==> src/rtl/lvds_rx_deframer.sv <==
// ============================================================================
// Module   : lvds_rx_deframer
// Purpose  : Locks to the I/Q sync pattern in a 2-bit/clock deserialized
//            stream, assembles 32-bit sample frames and pushes them to a FIFO.
// Revision : 1.0  initial release
// ============================================================================
`default_nettype none

module lvds_rx_deframer #(
  parameter int CNT_W = 8
) (
  input  logic             i_sys_clk,
  input  logic             i_rst_b,
  input  logic             i_enable,
  input  logic [1:0]       i_ddr_data,
  input  logic             i_fifo_full,
  input  logic             i_clear_counters,
  output logic             o_fifo_push,
  output logic [31:0]      o_fifo_write_data,
  output logic             o_locked,
  output logic [CNT_W-1:0] o_drop_count,
  output logic [CNT_W-1:0] o_sync_err_count
);

  localparam logic [1:0]       C_I_SYNC  = 2'b10;
  localparam logic [1:0]       C_Q_SYNC  = 2'b01;
  localparam logic [CNT_W-1:0] C_CNT_MAX = '1;
  localparam logic [CNT_W-1:0] C_CNT_ONE = CNT_W'(1);

  typedef enum logic [1:0] {
    ST_IDLE    = 2'd0,
    ST_I_PHASE = 2'd1,
    ST_Q_PHASE = 2'd2
  } state_t;

  state_t           r_state;
  state_t           w_state_nxt;
  logic [3:0]       r_cnt;
  logic [3:0]       w_cnt_nxt;
  logic [29:0]      r_shift;
  logic [29:0]      w_shift_nxt;
  logic [29:0]      w_shift_in;
  logic             w_frame_done;
  logic             w_sync_err;
  logic             w_drop;
  logic             r_push;
  logic [31:0]      r_write_data;
  logic             r_locked;
  logic [CNT_W-1:0] r_drop_count;
  logic [CNT_W-1:0] r_sync_err_count;

  assign w_shift_in = {r_shift[27:0], i_ddr_data};
  assign w_drop     = w_frame_done & i_fifo_full;

  always_ff @(posedge i_sys_clk or negedge i_rst_b) begin
    if (!i_rst_b) begin
      r_state <= ST_IDLE;
    end else begin
      r_state <= w_state_nxt;
    end
  end

  always_comb begin
    w_state_nxt  = r_state;
    w_cnt_nxt    = r_cnt;
    w_shift_nxt  = r_shift;
    w_frame_done = 1'b0;
    w_sync_err   = 1'b0;
    if (!i_enable) begin
      w_state_nxt = ST_IDLE;
      w_cnt_nxt   = 4'd0;
    end else begin
      case (r_state)
        ST_IDLE: begin
          if (i_ddr_data == C_I_SYNC) begin
            w_shift_nxt = w_shift_in;
            w_cnt_nxt   = 4'd1;
            w_state_nxt = ST_I_PHASE;
          end
        end
        ST_I_PHASE: begin
          // cnt==0 only occurs on a back-to-back frame; its first pair is unchecked until here
          if (r_cnt == 4'd0 && i_ddr_data != C_I_SYNC) begin
            w_state_nxt = ST_IDLE;
            w_cnt_nxt   = 4'd0;
          end else begin
            w_shift_nxt = w_shift_in;
            w_cnt_nxt   = r_cnt + 4'd1;
            if (r_cnt == 4'd7) begin
              w_state_nxt = ST_Q_PHASE;
            end
          end
        end
        ST_Q_PHASE: begin
          if (r_cnt == 4'd8 && i_ddr_data != C_Q_SYNC) begin
            w_sync_err  = 1'b1;
            w_state_nxt = ST_IDLE;
            w_cnt_nxt   = 4'd0;
          end else if (r_cnt == 4'd15) begin
            w_frame_done = 1'b1;
            w_shift_nxt  = w_shift_in;
            w_cnt_nxt    = 4'd0;
            w_state_nxt  = ST_I_PHASE;
          end else begin
            w_shift_nxt = w_shift_in;
            w_cnt_nxt   = r_cnt + 4'd1;
          end
        end
        default: begin
          w_state_nxt = ST_IDLE;
          w_cnt_nxt   = 4'd0;
        end
      endcase
    end
  end

  always_ff @(posedge i_sys_clk or negedge i_rst_b) begin
    if (!i_rst_b) begin
      r_cnt        <= 4'd0;
      r_shift      <= 30'd0;
      r_push       <= 1'b0;
      r_write_data <= 32'd0;
      r_locked     <= 1'b0;
    end else begin
      r_cnt    <= w_cnt_nxt;
      r_shift  <= w_shift_nxt;
      r_push   <= w_frame_done & ~i_fifo_full;
      r_locked <= (w_state_nxt != ST_IDLE);
      if (w_frame_done) begin
        r_write_data <= {r_shift, i_ddr_data};
      end
    end
  end

  // Clear wins over a same-cycle increment; both counters stick at all-ones.
  always_ff @(posedge i_sys_clk or negedge i_rst_b) begin
    if (!i_rst_b) begin
      r_drop_count     <= '0;
      r_sync_err_count <= '0;
    end else if (i_clear_counters) begin
      r_drop_count     <= '0;
      r_sync_err_count <= '0;
    end else begin
      if (w_drop && r_drop_count != C_CNT_MAX) begin
        r_drop_count <= r_drop_count + C_CNT_ONE;
      end
      if (w_sync_err && r_sync_err_count != C_CNT_MAX) begin
        r_sync_err_count <= r_sync_err_count + C_CNT_ONE;
      end
    end
  end

  assign o_fifo_push       = r_push;
  assign o_fifo_write_data = r_write_data;
  assign o_locked          = r_locked;
  assign o_drop_count      = r_drop_count;
  assign o_sync_err_count  = r_sync_err_count;

endmodule

`default_nettype wire

==> config.mk <==
export PLATFORM = sky130hd
export DESIGN_NAME = lvds_rx_deframer
export DESIGN_NICKNAME = d
export VERILOG_FILES = /design/src/rtl/lvds_rx_deframer.sv
export SDC_FILE = /design/constraint.sdc
export NUM_CORES = 1
export LEC_CHECK = 0
export CAP_MARGIN = 25
export CORE_ASPECT_RATIO = 1.4
export CORE_MARGIN = 2
export CORE_UTILIZATION = 35
export DETAILED_ROUTE_END_ITERATION = 7
export REMOVE_ABC_BUFFERS = 1
export SETUP_SLACK_MARGIN = 0.1
export SKIP_LAST_GASP = 1
export SLEW_MARGIN = 25
export SYNTH_ARGS = -nofsm -noshare
export SYNTH_HDL_FRONTEND = slang
export SYNTH_SLANG_ARGS = --single-unit
export TNS_END_PERCENT = 50
==> constraint.sdc <==
create_clock -name i_sys_clk -period 1.6 [get_ports i_sys_clk]
set_input_delay 0.24 -clock i_sys_clk [delete_from_list [all_inputs] [get_ports i_sys_clk]]
set_output_delay 0.24 -clock i_sys_clk [all_outputs]
set_load 0.02 [all_outputs]
==> flow_summary_export.csv <==
group,metric,value,unit
status,status,"finished with violations",
status,violations,"negative setup slack",
clock_network,cts_sinks,86,
synthesis,ys_warn_count,0,
power_and_ir_drop,switching_power,1.394,mW
global_route,grt_pass1_vias,3840,
timing,hold_viol,0,
power_and_ir_drop,p_leak,2.457,nW
worst_setup_path,worstSetupPathType,"flop to flop",
worst_setup_path,crit_path_end_kind,"flop",
worst_setup_path,worstPathArrival,2.08,ns
global_route,grt_usage,17.36,%
clock_network,clk_pin_slew_worst_paths,0.07,ns
timing,slew_headroom,71.24,%
finish,diodes,0,
place,place.gp.congestion,0.9240,
place,hpwl,7348,µm
timing,period_needed,1.803,ns
clock_network,clk-insertion-delay-late,0.35,ns
route,totalWireLength,11410,µm
timing,setup_viol,98,
synthesis,async_reset_ff_share,100.0,%
global_route,grt_max_degree,33,
timing,setup_slack,-0.2033,ns
synthesis,syn_inst,411,
floorplan,start_util,35.81,%
power_and_ir_drop,seqPwrFrac,47.5,%
clock_network,cts_made_buffers,9,
route,drc,0,
finish,final_cell_mix,"dfrtp_1 (85), o211ai_1 (61), clkdlybuf4s50_1 (55)",
timing,fmax,554.5,MHz
power_and_ir_drop,design_power_total,5.411,mW
timing,worst_pin_slew,0.4289,ns
worst_hold_path,hold_class,"input port to asynchronous set/reset pin",
global_route,globalRouteOverflowTotal,0,
clock_network,clockBufferDepth,2,
route,drtIter0Drc,213,
finish,synthToLayoutAreaGrowth,36.66,%
place,placed_area,0.005485,mm²
finish,finish.instance_area,0.006026,mm²
power_and_ir_drop,power.internal,4.017,mW
floorplan,rows,48,
synthesis,syn_area_per_cell,10.73,µm²
floorplan,ioPinCount,57,
place,port_buffers,56,
clock_network,htreeDepth,3,
route,firstDrtPassIters,4,
floorplan,die-width,98.86,µm
power_and_ir_drop,vdd.ir_drop.worst,0.0006565,V
place,pre_cts_slack,-0.4615,ns
timing,finClkSkew,0.007188,ns
synthesis,ys_types,58,
finish,drive_gt1_share,29.80,%
power_and_ir_drop,p_per_area,897.9,mW/mm²
power_and_ir_drop,sw_frac_of_total,25.77,%
worst_setup_path,critical_path.max_fanout,5,
synthesis,synth-seq-cells,86,
route,drtAntennaViolNets,0,
timing,rsz0062_at_grt,"yes",
clock_network,cts_tree,"built",
power_and_ir_drop,share_comb_of_total_power,10.0,%
floorplan,die_h,136.8,µm
route,wire_per_inst,17.29,µm
timing,fin_crit_sh,112.7,%
floorplan,coreArea,0.01231,mm²
finish,utilization,48.94,%
worst_setup_path,cp_data_required_time,1.88,ns
synthesis,synth_ff_type,"dfrtp_1",
finish,nets,516,
route,vias,3845,
timing,maxSlewViolCount,0,
global_route,grt_pass1_wl,19000,µm
worst_setup_path,startpoint_type,"flop",
clock_network,root_buffer,"clkbuf_16",
flow_run,maxCapViolCount,0,
synthesis,synthesis.area,0.004409,mm²
global_route,antenna_found_initial,0,
finish,final_common_cell,"dfrtp_1",
floorplan,die_area,0.01352,mm²
synthesis,synth_seq_area_share,48.81,%
timing,tns,-14.34,ns
power_and_ir_drop,clkPwrFrac,42.6,%
synthesis,synth_edf_count,0,
route,vias_per_cell,5.826,
==> stage by stage <==
step,instances,hold WS [ns]
floorplan,375,-0.05559
detailed placement,636,0.1707
global placement,636,0.1720
global route,660,0.3648
finish,660,0.3354
CTS,657,0.3421
==> synthesized netlist by cell type (all sizes together) (4+ instances only) <==
cell type   n  area [µm²]
or3         5       32.53
clkbuf     22       86.33
nor2        7       26.28
nand3      37       185.2
and3        5       37.54
dfrtp      86        2152
buf        14       115.1
mux2       33       371.6
o21ai      37       185.2
inv         6       22.52
nand2      12       52.55
nand2b      5       33.78
or4         9       67.56
a21oi      16       80.08
o31ai      11       82.58
o211ai     61       457.9
ha          4       50.05
==> cells by family (layout without fill, tap and decap cells) <==
kind of cell / Yosys count / in the layout / synth area share, %
AO/OA/AOI/OAI: 144 / 144 / 22.22
AND/OR/NAND/NOR: 101 / 102 / 14.13
flip-flops: 86 / 86 / 48.81
buffers and inverters: 42 / 140 / 5.079
multiplexers: 33 / 33 / 8.428
adder cells (fa/ha/maj): 4 / 4 / 1.135
XOR/XNOR: 1 / 1 / 0.1987
==> worst paths after layout <==
path | startpoint | endpoint | slack, ns | cells past startpoint
max in group asynchronous | i_rst_b | r_shift[11] | 0.74 | 3
min in group i_sys_clk | i_fifo_full | o_fifo_push | 0.50 | 2
min | i_rst_b | o_sync_err_count[5] | 0.34 | 2
max | r_cnt[0] | o_sync_err_count[7] | -0.20 | 6
max reg2reg | r_cnt[0] | o_sync_err_count[7] | -0.20 | 6
min reg2reg | o_fifo_write_data[30] | o_fifo_write_data[30] | 0.51 | 1
==> power groups by stage <==
stage	Sequential (mW)	Clock [mW]	Combinational (mW)
after floorplan	2.53	0	0.291
after global placement	2.59	0	0.484
after detailed placement	2.60	0	0.514
after CTS	2.56	2.36	0.535
after global routing	2.59	2.46	0.602
final	2.57	2.30	0.541
==> sequential cells by signal (all words and copies together), names as in the netlist <==
signal             count
o_fifo_write_data     32
r_shift               30
o_drop_count           8
o_sync_err_count       8
r_cnt                  4
r_state                2
o_fifo_push            1
o_locked               1
==> what timing repair did <==
action / 4_1_cts / 5_1_grt
cloned: 1 / 1
hold endpoints to repair: 20 / 0
endpoints found under the setup margin: 134 / 134
resized for setup: 15 / 17
pin swaps: 6 / 6
hold buffers: 1 / 0
setup buffers: 3 / 2
==> critical path, cell delays in order, from the launching register on <==
cell	delay, ns
dfrtp_1	0.42
inv_2	0.09
ha_4	0.14
nor2b_4	0.23
nand4_4	0.15
or4_1	0.55
a21oi_2	0.16
==> layout make-up <==
cell class | instances | area, µm²
multi-input cells | 284 | 2175
well taps | 150 | 187.7
flip-flops and latches | 86 | 2153
clock buffers | 9 | 225.2
repair buffers | 118 | 1157
inverters | 6 | 22.52
fillers | 1087 | 6286
clock inverters | 7 | 105.1
==> routing by layer <==
layer | track usage (%) | wire length, µm
met3 | 2.962 | 490
met2 | 30.37 | 6008
met1 | 21.03 | 4685
met4 | 7.306 | 225
met5 | 0 | 0
(Power assumes the default switching activity.)
